===== src/rtl/mem_bus_pkg.sv =====
// Shared definitions for the stack-processor memory bus master.
// Holds the FSM encoding, the post-reset sync length and the detour address mask.
package mem_bus_pkg;

  typedef enum logic [2:0] {
    ST_SYNC     = 3'd0,
    ST_IDLE     = 3'd1,
    ST_DET_LOW  = 3'd2,
    ST_DET_HIGH = 3'd3,
    ST_ACC_LOW  = 3'd4,
    ST_ACC_HIGH = 3'd5
  } state_e;

  localparam int SYNC_CYCLES = 3;
  localparam int DETOUR_MASK = 1;

  function automatic logic is_wait_state(input state_e s);
    return (s == ST_DET_LOW) || (s == ST_DET_HIGH) ||
           (s == ST_ACC_LOW) || (s == ST_ACC_HIGH);
  endfunction

endpackage


===== src/rtl/mem_bus_master_phase_timer.sv =====
// Per-phase watchdog: clears on entry to a wait state, counts while waiting, saturates at TIMEOUT.
// o_done is registered-count based, so a timeout is acted on one edge after the count reaches TIMEOUT.
module phase_timer #(
  parameter int TIMEOUT = 15
) (
  input  logic clk,
  input  logic rst_n,
  input  logic i_clr,
  input  logic i_en,
  output logic o_done
);

  localparam int CW = $clog2(TIMEOUT + 1);

  logic [CW-1:0] r_cnt;
  logic          w_done;

  assign w_done = (r_cnt == CW'(TIMEOUT));
  assign o_done = w_done;

  always_ff @(posedge clk or negedge rst_n) begin
    if (!rst_n) begin
      r_cnt <= '0;
    end else if (i_clr) begin
      r_cnt <= '0;
    end else if (i_en && !w_done) begin
      r_cnt <= r_cnt + CW'(1);
    end
  end

endmodule


===== src/rtl/mem_bus_master.sv =====
// Single-request memory bus master: load 3 edges / store 4 edges after acceptance, +3 on same-address detour.
// No response backpressure; req_ready is high only in IDLE, so the core stalls while an access is in flight.
module mem_bus_master
  import mem_bus_pkg::*;
#(
  parameter int AW      = 16,
  parameter int DW      = 16,
  parameter int TIMEOUT = 15
) (
  input  logic          clk,
  input  logic          rst_n,
  input  logic          req_valid,
  output logic          req_ready,
  input  logic          req_we,
  input  logic [AW-1:0] req_addr,
  input  logic [DW-1:0] req_wdata,
  output logic          resp_valid,
  output logic [DW-1:0] resp_rdata,
  output logic          resp_err,
  output logic [AW-1:0] addr,
  output logic          memory_w,
  output logic [DW-1:0] wdata,
  input  logic [DW-1:0] rdata,
  input  logic          memory_ready
);

  state_e        r_state, w_state_nxt;
  logic [AW-1:0] r_addr, w_addr_nxt;
  logic          r_mw, w_mw_nxt;
  logic [DW-1:0] r_wdata, w_wdata_nxt;
  logic [AW-1:0] r_lat_addr, w_lat_addr_nxt;
  logic          r_lat_we, w_lat_we_nxt;
  logic [DW-1:0] r_lat_wdata, w_lat_wdata_nxt;
  logic [AW-1:0] r_last_addr, w_last_addr_nxt;
  logic          r_resp_valid, w_resp_valid_nxt;
  logic          r_resp_err, w_resp_err_nxt;
  logic [DW-1:0] r_resp_rdata, w_resp_rdata_nxt;
  logic [1:0]    r_sync_cnt, w_sync_cnt_nxt;
  logic          w_timeout;
  logic          w_tmr_clr, w_tmr_en, w_tmr_done;

  // Entering any state (including LOW->HIGH) restarts the phase watchdog.
  assign w_tmr_clr = (w_state_nxt != r_state);
  assign w_tmr_en  = is_wait_state(r_state);

  phase_timer #(.TIMEOUT(TIMEOUT)) u_phase_timer (
    .clk    (clk),
    .rst_n  (rst_n),
    .i_clr  (w_tmr_clr),
    .i_en   (w_tmr_en),
    .o_done (w_tmr_done)
  );

  always_comb begin
    w_state_nxt      = r_state;
    w_addr_nxt       = r_addr;
    w_mw_nxt         = r_mw;
    w_wdata_nxt      = r_wdata;
    w_lat_addr_nxt   = r_lat_addr;
    w_lat_we_nxt     = r_lat_we;
    w_lat_wdata_nxt  = r_lat_wdata;
    w_last_addr_nxt  = r_last_addr;
    w_resp_valid_nxt = 1'b0;
    w_resp_err_nxt   = r_resp_err;
    w_resp_rdata_nxt = r_resp_rdata;
    w_sync_cnt_nxt   = r_sync_cnt;
    w_timeout        = 1'b0;

    unique case (r_state)
      ST_SYNC: begin
        if (!memory_ready) begin
          w_sync_cnt_nxt = '0;
        end else if (r_sync_cnt == 2'(SYNC_CYCLES - 1)) begin
          w_sync_cnt_nxt = '0;
          w_state_nxt    = ST_IDLE;
        end else begin
          w_sync_cnt_nxt = r_sync_cnt + 2'd1;
        end
      end
      ST_IDLE: begin
        if (req_valid) begin
          w_lat_addr_nxt  = req_addr;
          w_lat_we_nxt    = req_we;
          w_lat_wdata_nxt = req_wdata;
          // The memory only starts on an address change, so a repeat address needs a detour read first.
          if (req_addr != r_last_addr) begin
            w_addr_nxt  = req_addr;
            w_mw_nxt    = req_we;
            w_wdata_nxt = req_wdata;
            w_state_nxt = ST_ACC_LOW;
          end else begin
            w_addr_nxt  = req_addr ^ AW'(DETOUR_MASK);
            w_mw_nxt    = 1'b0;
            w_state_nxt = ST_DET_LOW;
          end
        end
      end
      ST_DET_LOW: begin
        if (!memory_ready)   w_state_nxt = ST_DET_HIGH;
        else if (w_tmr_done) w_timeout   = 1'b1;
      end
      ST_DET_HIGH: begin
        if (memory_ready) begin
          w_addr_nxt  = r_lat_addr;
          w_mw_nxt    = r_lat_we;
          w_wdata_nxt = r_lat_wdata;
          w_state_nxt = ST_ACC_LOW;
        end else if (w_tmr_done) begin
          w_timeout = 1'b1;
        end
      end
      ST_ACC_LOW: begin
        if (!memory_ready)   w_state_nxt = ST_ACC_HIGH;
        else if (w_tmr_done) w_timeout   = 1'b1;
      end
      ST_ACC_HIGH: begin
        if (memory_ready) begin
          if (!r_lat_we) w_resp_rdata_nxt = rdata;
          w_resp_valid_nxt = 1'b1;
          w_resp_err_nxt   = 1'b0;
          w_last_addr_nxt  = r_addr;
          w_mw_nxt         = 1'b0;
          w_state_nxt      = ST_IDLE;
        end else if (w_tmr_done) begin
          w_timeout = 1'b1;
        end
      end
      default: w_state_nxt = ST_SYNC;
    endcase

    // A stalled memory may still be mid-cycle, so resynchronise before accepting more work.
    if (w_timeout) begin
      w_resp_valid_nxt = 1'b1;
      w_resp_err_nxt   = 1'b1;
      w_mw_nxt         = 1'b0;
      w_last_addr_nxt  = r_addr;
      w_sync_cnt_nxt   = '0;
      w_state_nxt      = ST_SYNC;
    end
  end

  always_ff @(posedge clk or negedge rst_n) begin
    if (!rst_n) begin
      r_state      <= ST_SYNC;
      r_addr       <= '0;
      r_mw         <= 1'b0;
      r_wdata      <= '0;
      r_lat_addr   <= '0;
      r_lat_we     <= 1'b0;
      r_lat_wdata  <= '0;
      r_last_addr  <= '0;
      r_resp_valid <= 1'b0;
      r_resp_err   <= 1'b0;
      r_resp_rdata <= '0;
      r_sync_cnt   <= '0;
    end else begin
      r_state      <= w_state_nxt;
      r_addr       <= w_addr_nxt;
      r_mw         <= w_mw_nxt;
      r_wdata      <= w_wdata_nxt;
      r_lat_addr   <= w_lat_addr_nxt;
      r_lat_we     <= w_lat_we_nxt;
      r_lat_wdata  <= w_lat_wdata_nxt;
      r_last_addr  <= w_last_addr_nxt;
      r_resp_valid <= w_resp_valid_nxt;
      r_resp_err   <= w_resp_err_nxt;
      r_resp_rdata <= w_resp_rdata_nxt;
      r_sync_cnt   <= w_sync_cnt_nxt;
    end
  end

  assign req_ready  = (r_state == ST_IDLE);
  assign resp_valid = r_resp_valid;
  assign resp_err   = r_resp_err;
  assign resp_rdata = r_resp_rdata;
  assign addr       = r_addr;
  assign memory_w   = r_mw;
  assign wdata      = r_wdata;

endmodule


===== config.mk =====
export PLATFORM = sky130hd
export DESIGN_NAME = mem_bus_master
export DESIGN_NICKNAME = d
export VERILOG_FILES = /design/src/rtl/mem_bus_pkg.sv /design/src/rtl/mem_bus_master_phase_timer.sv /design/src/rtl/mem_bus_master.sv
export SDC_FILE = /design/constraint.sdc
export NUM_CORES = 1
export LEC_CHECK = 0
export ABC_AREA = 0
export BUFFER_PORTS_ARGS = -buffer_cell sky130_fd_sc_hd__buf_2
export CELL_PAD_IN_SITES_DETAIL_PLACEMENT = 0
export CELL_PAD_IN_SITES_GLOBAL_PLACEMENT = 1
export CORE_ASPECT_RATIO = 0.8
export CORE_UTILIZATION = 30
export CTS_CLUSTER_DIAMETER = 30
export DETAILED_ROUTE_END_ITERATION = 8
export PLACE_DENSITY = 0.57
export SKIP_CTS_REPAIR_TIMING = 1
export SYNTH_ARGS = -nofsm -noshare
export SYNTH_HDL_FRONTEND = slang
export SYNTH_SLANG_ARGS = --single-unit

===== constraint.sdc =====
create_clock -name clk -period 3.45 [get_ports clk]
set_input_delay 0 -clock clk [delete_from_list [all_inputs] [get_ports clk]]
set_output_delay 0 -clock clk [all_outputs]
set_load 0.05 [all_outputs]

# Word-level counts from Yosys, hierarchy flattened
# Index checks and enable logic that the tools add are counted.
# totals
out_inout_bits	52
word_cells	94
regBits	109
in_bits	53
# classes
reduce_logical	20
n_eq_ne	15
add_sub_neg	2
n_bitwise	2
muxes	42
# ops
operator	count
2-to-1 mux 16 bit	8
one-hot mux 16 bit (2 select lines)	2
2-to-1 mux 3 bit	9
one-hot mux 3 bit (6 select lines)	1
inequality test 16 bit	1
2-to-1 mux 1 bit	14
nonzero test 2 bit	5
2-to-1 mux 2 bit	4
2-to-1 mux 4 bit	2
AND reduction 4 bit	2
equality test 3 x 2 -> 1 bit (second input constant)	2
equality test 3 bit (second input constant)	2
inequality test 3 bit (second input constant)	2
AND reduction 3 bit	2
adder 4 x 1 -> 4 bit (second input constant)	1
equality test 4 bit (second input constant)	1
inequality test 2 bit (second input constant)	2
AND reduction 2 bit	2
nonzero test 4 bit	1
OR reduction 2 bit	2
equality test 3 x 1 -> 1 bit (second input constant)	1
zero test 3 bit	1
logical OR 1 bit	3
inequality test 3 x 2 -> 1 bit (second input constant)	1
9 further kinds	10

# Longest topological paths before layout
# Gate-level depths: netlist (run 1).
# logic_depth
ltp_word	7
depth_mapped	8
depth_no_buf	7

# Cells and area by module
# From an unflattened synthesis (run 1), not the netlist that was laid out.
# hier_totals
hier_cells	376
area_unflattened_um2	5022.3
# modules_own_cells
module	cells_each	area_per_inst_um2	seq_area_each_um2	instances
mem_bus_master	356	4793.3	2627.5	1
phase_timer	20	229.0	100.1	1

# Worst setup path after synthesis (run 1)
# Ideal clock, no wire load.
# synth_timing
kind	reg-to-reg
start	reg u_phase_timer.r_cnt[0]
end	reg r_last_addr[10]
arrival_time_ps	1813
period_less_slack_ps	1941
n_path_buf	1
setup_time_ps	127
setup_slack_ps	1509
stages_incl_launch_ff	8
required_time_ps	3323
path_cell_list	dfrtp_1 -> ha_1 -> nand3_1 -> nor2_4 -> nor2_1 -> a2bb2oi_4 -> buf_6 -> mux2_1
# synth_via
elab_chain_len	6
elab_cells_between_ends	9
classes_between	eq/ne: 1; mux: 5; reduce/logical: 3
# synth_lines
element	line_no	rtl
start, declared	mem_bus_master_phase_timer.sv:15	logic [CW-1:0] r_cnt;
start signal, assigned	mem_bus_master_phase_timer.sv:27	r_cnt <= r_cnt + CW'(1);
equality test 4 bit (*)	mem_bus_master_phase_timer.sv:18	assign w_done = (r_cnt == CW'(TIMEOUT));
2-to-1 mux 1 bit (*)	--	
2-to-1 mux 1 bit, on equally long branches	mem_bus_master.sv:103, mem_bus_master.sv:113	
one-hot mux 1 bit (2 select lines) (*)	mem_bus_master.sv:69	unique case (r_state)
nonzero test 2 bit (no line)	--	
AND reduction 2 bit (no line)	--	
end signal, assigned	mem_bus_master.sv:164	r_last_addr <= w_last_addr_nxt;
end, declared	mem_bus_master.sv:34	logic [AW-1:0] r_last_addr, w_last_addr_nxt;
# Mark *: on every way between the ends. The rest lies on a longest branch, timed or not.
# A chain may end at the register's enable or synchronous reset.

# Worst setup path after layout (run 1)
# layout_timing
start	reg r_last_addr[9]
end	reg r_wdata[6] (netlist: wdata[6])
# layout_via
elab_chain_len	3
# layout_lines
element	line_no	rtl
inequality test 16 bit	mem_bus_master.sv:86	if (req_addr != r_last_addr) begin
inequality test 2 x 1 -> 1 bit (no line)	--	
AND reduction 4 bit (no line)	--	
end signal, assigned	mem_bus_master.sv:160	r_wdata <= w_wdata_nxt;
end, declared	mem_bus_master.sv:30	logic [DW-1:0] r_wdata, w_wdata_nxt;
# Every way passes these cells.

==> results of run 1 <==
[final timing paths]
kind / cells after the start / from / endpoint
max reg2reg: 5 / r_last_addr[9] / wdata[6]
min in group asynchronous: 2 / rst_n / resp_rdata[8]
max in group asynchronous: 3 / rst_n / wdata[13]
max: 5 / r_last_addr[9] / wdata[6]
min reg2reg: 2 / wdata[9] / wdata[9]
min: 4 / memory_ready / r_state[0]
[layout make-up]
type	instances	share of cell area
clock buffer	10	0.0353
clock inverter	6	0.0126
inverter	3	0.00174
multi-input combinational	262	0.322
sequential	109	0.421
tap	215	0.0415
timing repair buffer	159	0.166
[flip-flops by register name, summed over array words and instances (netlist names), 2 cells and up]
register and flops:
r_lat_wdata 16, r_lat_addr 16, u_phase_timer.r_cnt 4, r_last_addr 16, resp_rdata 16, wdata 16
r_sync_cnt 2, r_state 3, addr 16
[worst max-delay path, delay by kind of cell, from the launching register on]
| kind | cells | cell delay (ns) |
|---|---|---|
| XOR/XNOR | 1 | 0.17 |
| AND/OR/NAND/NOR | 2 | 0.60 |
| AO/OA/AOI/OAI | 2 | 1.19 |
| flip-flops | 1 | 0.39 |
[per-layer routing]
layer / global-route usage / vias to the layer above / share of wire
met1: 0.184 / 1657 / 0.50
li1: - / 1682 / -
met5: 0 / - / 0
met3: 0.0305 / 11 / 0.035
met2: 0.213 / 78 / 0.45
met4: 0.0337 / 0 / 0.0094
[power by group through the flow]
stage / Sequential (mW) / Combinational [mW] / Clock (mW)
after CTS: 2.24 / 2.56 / 1.12
after global routing: 2.32 / 2.77 / 1.15
after floorplan: 3.13 / 1.06 / 0
after global placement: 2.24 / 2.52 / 0
after detailed placement: 2.27 / 2.55 / 0
final: 2.24 / 2.57 / 1.07
[stage by stage]
stage                     hold slack [ns]   util
final                               0.155  0.407
after global routing                0.198  0.407
after CTS                          -0.145  0.376
after detailed placement            0.225  0.356
after global placement              0.216  0.356
after floorplan                    -0.296      -
[cells in the final DEF (no fill, tap or decap), types with 2 or more instances in the layout]
cell type / Yosys / routed
nand3_1: 4 / 4
inv_6: 0 / 2
nor4_2: 4 / 4
o22ai_1: 2 / 2
nand2_1: 40 / 39
and2_1: 2 / 2
dfrtp_1: 109 / 109
mux2_1: 18 / 18
dlygate4sd3_1: 0 / 50
o21ai_1: 3 / 3
nor3_1: 3 / 3
ha_1: 2 / 2
buf_4: 1 / 5
inv_1: 3 / 3
buf_2: 13 / 103
mux2i_1: 34 / 34
nor2b_1: 2 / 2
nand2b_1: 4 / 4
nor2_1: 16 / 16
clkbuf_16: 0 / 9
o21ai_0: 35 / 35
a21oi_1: 5 / 5
xor2_1: 17 / 17
clkinv_4: 0 / 2
xnor2_1: 3 / 3
mux2_2: 47 / 47
[kinds of logic (layout without fill, tap and decap cells)]
| kind of cell | after synthesis | after routing | share of synthesized area |
|---|---|---|---|
| adder cells (fa/ha/maj) | 2 | 2 | 0.00508 |
| AND/OR/NAND/NOR | 85 | 85 | 0.0907 |
| multiplexers | 99 | 99 | 0.218 |
| buffers and inverters | 22 | 178 | 0.0224 |
| XOR/XNOR | 21 | 21 | 0.0412 |
| AO/OA/AOI/OAI | 55 | 55 | 0.0686 |
| flip-flops | 109 | 109 | 0.554 |
==> flow_summary.yaml, run 1 <==
die:
  dieArea_um2: 16900
  fp-row-count: 41
  core_um2: 15900
  die_x_um: 145
  pin_count: 105
  start_util: 0.310
  die_h_um: 117
final_layout:
  antennaDiodeCount: 0
  stdcell_area_um2: 6480
  fin_nets: 599
  multiInputGateArea_um2: 2090
  regArea_um2: 2730
  syn_to_final_growth_pct: 31.6
  final_cells: 764
  fillers: 1530
  drive_gt1_frac: 0.339
pwr:
  clock_power_share: 0.182
  powerDensity_nw_per_um2: 907
  seqPwrFrac: 0.381
  combPwrFrac: 0.437
  ir_worst_vdd_uv: 369
  finalPower_mw: 5.88
  p_leak_nw: 3.23
  p_sw_frac: 0.438
  p_int_mw: 3.30
  power.net_switching_mw: 2.57
yosys:
  synth_seq_area_share: 0.554
  netlist_area_um2: 4920
  synth-seq-cells: 109
  synth_edf_count: 0
  synth.area.top_cells: "dfrtp_1 (55%), mux2_2 (11%), mux2i_1 (6.9%)"
  yosys-top-cells-count: "dfrtp_1 (109), mux2_2 (47), nand2_1 (40)"
  async_flop_share: 1.00
  synth.distinct_cells: 45
  postSynthCellCount: 393
  synth_most_common_cell: "dfrtp_1"
  synth_top_area_cell: "dfrtp_1"
  post_synth.cell_area_avg_um2: 12.5
  synth_nets: 448
  synth_top_area_share: 0.554
  yosysWarnings: 0
  synth_ff_type: "dfrtp_1"
grt:
  grt_antenna_before_repair: 0
  grt_pass1_vias: 3358
  grt_overflow: 0
  grt_max_degree: 78
  grt_pass1_wl_mm: 17.7
  grt_use_total: 0.133
clocking:
  clock_path_buffers: 2
  cts_htree_levels: 3
  cts-root-buf: "clkbuf_16"
  clk_pin_slew_ns: 0.08
  cts_tree: "yes"
  clk_latency_ns: 0.35
  cts_buffers: 9
  cts_sinks: 109
place:
  placement.io_buffers: 104
  hpwl_mm: 7.47
  dpl-instance-area_um2: 5670
  dp.cells: 698
  place_ws_ns: 0.910
  gp_congestion: 0.743
timing:
  fin_ws_ns: 0.914
  maxSlewHeadroom: 0.239
  worst-slew-pin-transition_ns: 1.14
  fin_skew_ns: 0.0117
  fmax_mhz: 394
  finalSetupViolCount: 0
  fin_crit_ns: 2.54
  final_hold_viol_count: 0
  period_share: 0.735
  final.setup.tns_ns: 0
  slew_viol_final: 0
  rsz0062_at_grt: "false"
worst_setup_path:
  worstPathCellList: "xor2_1 -> nor4_2 -> nand4_2 -> o21bai_2 -> o21ai_0"
  path_class: "reg2reg"
  end_kind: "flop"
  critPathMaxStageDelay_ns: 0.95
  regToRegSetupSlack_ns: 0.91
  cp_slowest_cell: "o21bai_2"
  required_ns: 3.63
  cp.arrival_ns: 2.71
  cp-start-kind: "flop"
  cp_max_fo: 32
routing:
  dr.pass1.iters: 4
  drt-total-wl_mm: 11.1
  via_per_inst: 4.49
  avgRoutedWirePerCell_um: 14.5
  drc_errors: 0
  first_iter_violations: 173
  ant_nets: 0
  vias: 3428
job:
  cap_violations: 0
status:
  status: "finished clean"
worst_hold_path:
  min_path_type: "in2reg"
Power figures use the tool's default switching activity.
==> inputs of run 2 (changes only) <==
- ABC_AREA: 0 -> 1
- PLACE_DENSITY: 0.57 -> 0.63
- clock period: 3.45 -> 2.2 ns (I/O delays scaled with it)
==> flow_summary.yaml, run 2 <==
status:
  status: "finished clean"
worst_setup_path:
  cp-start-kind: "flop"
  end_kind: "flop"
  reg2reg_from: "r_state[2]"
  cp_max_fo: 32
  critPathMaxStageDelay_ns: 0.52
  path_class: "reg2reg"
  crit_path_start: "r_state[2]"
  cp_slowest_cell: "dfrtp_1"
  cp.arrival_ns: 2.14
  crit_path_frequent_cell: "inv_2"
  worstPathCellList: "nor2_4 -> nand2_4 -> nor2_8 -> inv_2 -> o21ai_2 -> o21ai_1 -> inv_2 -> nor2_1 -> a31oi_1"
  required_ns: 2.47
worst_hold_path:
  min_path_type: "in2reg"
  worstHoldStart: "req_valid"
yosys:
  postSynthCellCount: 580
  yosys-top-cells-count: "nand2_1 (221), dfrtp_1 (109), nor2_1 (52)"
  synth_seq_area_share: 0.557
  post_synth.cell_area_avg_um2: 8.44
  synth_ff_type: "dfrtp_1"
  synth.area.top_cells: "dfrtp_1 (56%), nand2_1 (17%), a31oi_1 (4.2%)"
  synth_nets: 635
  synth_most_common_cell: "nand2_1"
  yosysWarnings: 0
  netlist_area_um2: 4900
  async_flop_share: 1.00
  synth_edf_count: 0
  synth_top_area_cell: "dfrtp_1"
  synth_top_area_share: 0.557
  synth.distinct_cells: 29
  synth-seq-cells: 109
timing:
  final_hold_viol_count: 0
  worst-slew-pin-transition_ns: 0.619
  fin_skew_ns: 0.0113
  period_share: 0.852
  final.setup.tns_ns: 0
  slew_viol_final: 0
  rsz0062_at_grt: "false"
  fmax_mhz: 534
  maxSlewHeadroom: 0.588
  fin_crit_ns: 1.87
  whs_ns: 0.0988
  finalSetupViolCount: 0
final_layout:
  drive_gt1_frac: 0.208
  fillers: 1607
  mostFrequentLayoutCell: "nand2_1"
  regArea_um2: 2730
  antennaDiodeCount: 0
  fin_nets: 789
  multiInputGateArea_um2: 1860
  final_cell_mix: "nand2_1 (221), dfrtp_1 (109), buf_2 (103)"
  syn_to_final_growth_pct: 33.2
grt:
  grt.busiest_layer: "met2"
  grt_max_degree: 46
  grt_pass1_vias: 3865
  grtUsageMet2: 0.232
  use_met1: 0.215
  grt_use_total: 0.153
  grt_pass1_wl_mm: 19.6
  gr-usage-met3: 0.0463
  grt_antenna_before_repair: 0
  grt_overflow: 0
pwr:
  ir_worst_vdd_uv: 840
  seqPwrFrac: 0.377
  clock_power_share: 0.194
  powerDensity_nw_per_um2: 1400
  power.net_switching_mw: 4.11
  p_sw_frac: 0.449
  p_leak_nw: 3.33
  combPwrFrac: 0.430
  p_int_mw: 5.03
routing:
  vias: 4175
  via_per_inst: 4.38
  dr.pass1.iters: 4
  drc_errors: 0
  first_iter_violations: 204
  avgRoutedWirePerCell_um: 13.0
  drt-total-wl_mm: 12.4
  ant_nets: 0
die:
  die_h_um: 116
  die_x_um: 145
  pin_count: 105
  start_util: 0.309
  fp-row-count: 41
  dieArea_um2: 16800
  core_um2: 15900
place:
  placement.io_buffers: 104
  hpwl_mm: 8.22
  gp_congestion: 0.819
clocking:
  cts-root-buf: "clkbuf_16"
  cts_tree: "yes"
  cts_htree_levels: 3
  clk_pin_slew_ns: 0.08
  clk_latency_ns: 0.35
  cts_buffers: 9
  clock_path_buffers: 2
  cts_sinks: 109
job:
  cap_violations: 0
==> run 2: changes by cell type in the layout (fill, tap and decap cells not counted), moves of 5 or more <==
cell | previous run | this run
nand4_1 | 0 | 5
a31oi_1 | 0 | 33
buf_4 | 5 | 10
mux2_2 | 47 | 13
xor2_1 | 17 | 4
mux2_1 | 18 | 3
nand2_1 | 39 | 221
inv_1 | 3 | 51
nor2_1 | 16 | 52
mux2i_1 | 34 | 1
==> run 2: cells by family after synthesis <==
logic type / synth area share
fa+ha+maj: 0.00511
simple gates: 0.238
flops: 0.557
compound gates: 0.0902
xor+xnor: 0.00715
mux: 0.0388
buf+inv: 0.0634
==> run 2: stage by stage <==
stage | worst slack (ns) | power [mW] | instance area (µm²) | cells | utilization
after floorplan | 0.540 | 6.37 | 4900 | 580 | -
after global placement | 0.325 | 7.30 | 5690 | 887 | 0.359
after detailed placement | 0.318 | 7.37 | 5690 | 887 | 0.359
after CTS | 0.309 | 9.18 | 6010 | 903 | 0.379
after global routing | 0.0967 | 9.79 | 6520 | 954 | 0.411
final | 0.326 | 9.14 | 6520 | 954 | 0.411
==> run 2: final timing paths <==
kind | endpoint | slack (ns) | cells past startpoint
max in group asynchronous | wdata[5] | 1.26 | 3
min in group asynchronous | r_last_addr[7] | 0.20 | 2
setup / recovery | wdata[7] | 0.33 | 9
setup reg to reg | wdata[7] | 0.33 | 9
hold / removal | r_lat_we | 0.1 | 5
hold reg to reg | r_lat_wdata[10] | 0.47 | 2
==> run 2: layout make-up <==
cell class | count | area share
Tap cell | 215 | 0.0412
Sequential cell | 109 | 0.418
Inverter | 54 | 0.0311
Clock buffer | 10 | 0.0351
Multi-Input combinational cell | 394 | 0.285
Timing Repair Buffer | 166 | 0.175
Clock inverter | 6 | 0.0144
==> run 2: power by group through the flow <==
stage	clock network [mW]	registers [mW]	logic, mW
2_1_floorplan	0	4.87	1.50
5_1_grt	1.90	3.56	4.32
3_3_place_gp	0	3.45	3.85
6_report	1.77	3.44	3.93
3_5_place_dp	0	3.48	3.89
4_1_cts	1.83	3.45	3.90
==> run 2: worst max-delay path, delay by kind of cell (launching register included) <==
| kind | cells | cell delay [ns] |
|---|---|---|
| compound gates | 3 | 0.31 |
| buf+inv | 2 | 0.43 |
| flops | 1 | 0.52 |
| simple gates | 4 | 0.52 |
==> run 2: per-layer routing <==
metal  up-vias  wire length (µm)  part of all wire
met2        84              5550              0.45
met5         -                 0                 0
li1       2146                 -                 -
met3         5               583             0.047
met4         0                95            0.0077
met1      1940              6150              0.50
==> inputs of run 3 (changes only) <==
- MAX_ROUTING_LAYER: not set -> met4
==> flow_summary.yaml, run 3 (synthesis results as in run 2) <==
status:
  status: "finished clean"
place:
  hpwl_mm: 8.22
  placement.io_buffers: 104
  gp_congestion: 0.831
routing:
  avgRoutedWirePerCell_um: 13.0
  vias: 4162
  first_iter_violations: 187
  drt-total-wl_mm: 12.4
  via_per_inst: 4.36
  ant_nets: 0
  drc_errors: 0
  dr.pass1.iters: 4
clocking:
  cts_sinks: 109
  clk_latency_ns: 0.35
  clk_pin_slew_ns: 0.08
  cts_tree: "yes"
  cts_htree_levels: 3
  cts_buffers: 9
  clock_path_buffers: 2
  cts-root-buf: "clkbuf_16"
timing:
  maxSlewHeadroom: 0.596
  worst-slew-pin-transition_ns: 0.605
  fmax_mhz: 536
  fin_skew_ns: 0.0113
  fin_crit_ns: 1.87
  finalSetupViolCount: 0
  final_hold_viol_count: 0
  final.setup.tns_ns: 0
  period_share: 0.849
  rsz0062_at_grt: "false"
  slew_viol_final: 0
final_layout:
  mostFrequentLayoutCell: "nand2_1"
  final_cell_mix: "nand2_1 (221), dfrtp_1 (109), buf_2 (103)"
  fin_nets: 789
  regArea_um2: 2730
  syn_to_final_growth_pct: 33.2
  drive_gt1_frac: 0.208
  antennaDiodeCount: 0
  final_util: 0.411
  multiInputGateArea_um2: 1860
  fillers: 1607
worst_setup_path:
  cp_max_fo: 32
  end_kind: "flop"
  crit_path_start: "r_state[2]"
  cp.arrival_ns: 2.13
  path_class: "reg2reg"
  cp-start-kind: "flop"
  required_ns: 2.47
  reg2reg_from: "r_state[2]"
  rr_worst_depth: 9
pwr:
  powerDensity_nw_per_um2: 1400
  ir_worst_vdd_uv: 840
  p_leak_nw: 3.33
worst_hold_path:
  hold_depth: 5
  worstHoldStart: "req_valid"
  min_path_type: "in2reg"
grt:
  grt_pass1_vias: 3872
  grt_antenna_before_repair: 0
  grt_pass1_wl_mm: 19.6
  grt_use_total: 0.158
  grt_max_degree: 46
  grt_overflow: 0
job:
  cap_violations: 0
die:
  start_util: 0.309
  fp-row-count: 41
  die_h_um: 116
  core_um2: 15900
  pin_count: 105
  die_x_um: 145
  dieArea_um2: 16800
==> run 3: cell counts in the layout (fill, tap and decap cells not counted) <==
Identical to the previous run, type by type.
==> run 3: critical path, cell delays in order, from the launching register on <==
cell and delay [ns]:
dfrtp_1 0.52, nor2_4 0.21, nand2_4 0.10, nor2_8 0.12, inv_2 0.06, o21ai_2 0.06, o21ai_1 0.09, inv_2 0.37
nor2_1 0.08, a31oi_1 0.16
==> run 3: final cells by class <==
class,count,share of cell area
tap,215,0.0412
inverter,54,0.0311
clock buffer,10,0.0351
timing repair buffer,166,0.175
multi-input combinational,394,0.285
clock inverter,6,0.0144
sequential,109,0.418
==> run 3: metal layers <==
layer,global-route usage,part of all wire
met5,-,0
met4,0.0316,0.0074
met3,0.0426,0.047
met2,0.233,0.45
met1,0.216,0.50
==> run 3: report_power, final <==
group	total (mW)	internal, mW	switching [mW]
clock network	1.77	1.01	0.757
logic	3.93	1.12	2.81
registers	3.45	2.90	0.543
total	9.14	5.03	4.11
==> run 3: stage by stage <==
| step | hold slack [ns] | instance area [µm²] | cells | worst slack (ns) | total power [mW] |
|---|---|---|---|---|---|
| after floorplan | -0.296 | 4900 | 580 | 0.540 | 6.37 |
| after global placement | 0.0354 | 5690 | 887 | 0.325 | 7.30 |
| after detailed placement | 0.0482 | 5690 | 887 | 0.318 | 7.37 |
| after CTS | -0.339 | 6010 | 903 | 0.309 | 9.18 |
| after global routing | 0.111 | 6520 | 954 | 0.0967 | 9.79 |
| final | 0.0969 | 6520 | 954 | 0.333 | 9.14 |
==> run 3: path summary, 6_finish.rpt <==
| kind | endpoint | slack, ns |
|---|---|---|
| setup / recovery | wdata[7] | 0.33 |
| hold / removal | r_lat_we | 0.1 |
| setup reg to reg | wdata[7] | 0.33 |
| hold reg to reg | r_lat_wdata[10] | 0.47 |
| max in group asynchronous | wdata[5] | 1.26 |
| min in group asynchronous | r_last_addr[7] | 0.20 |
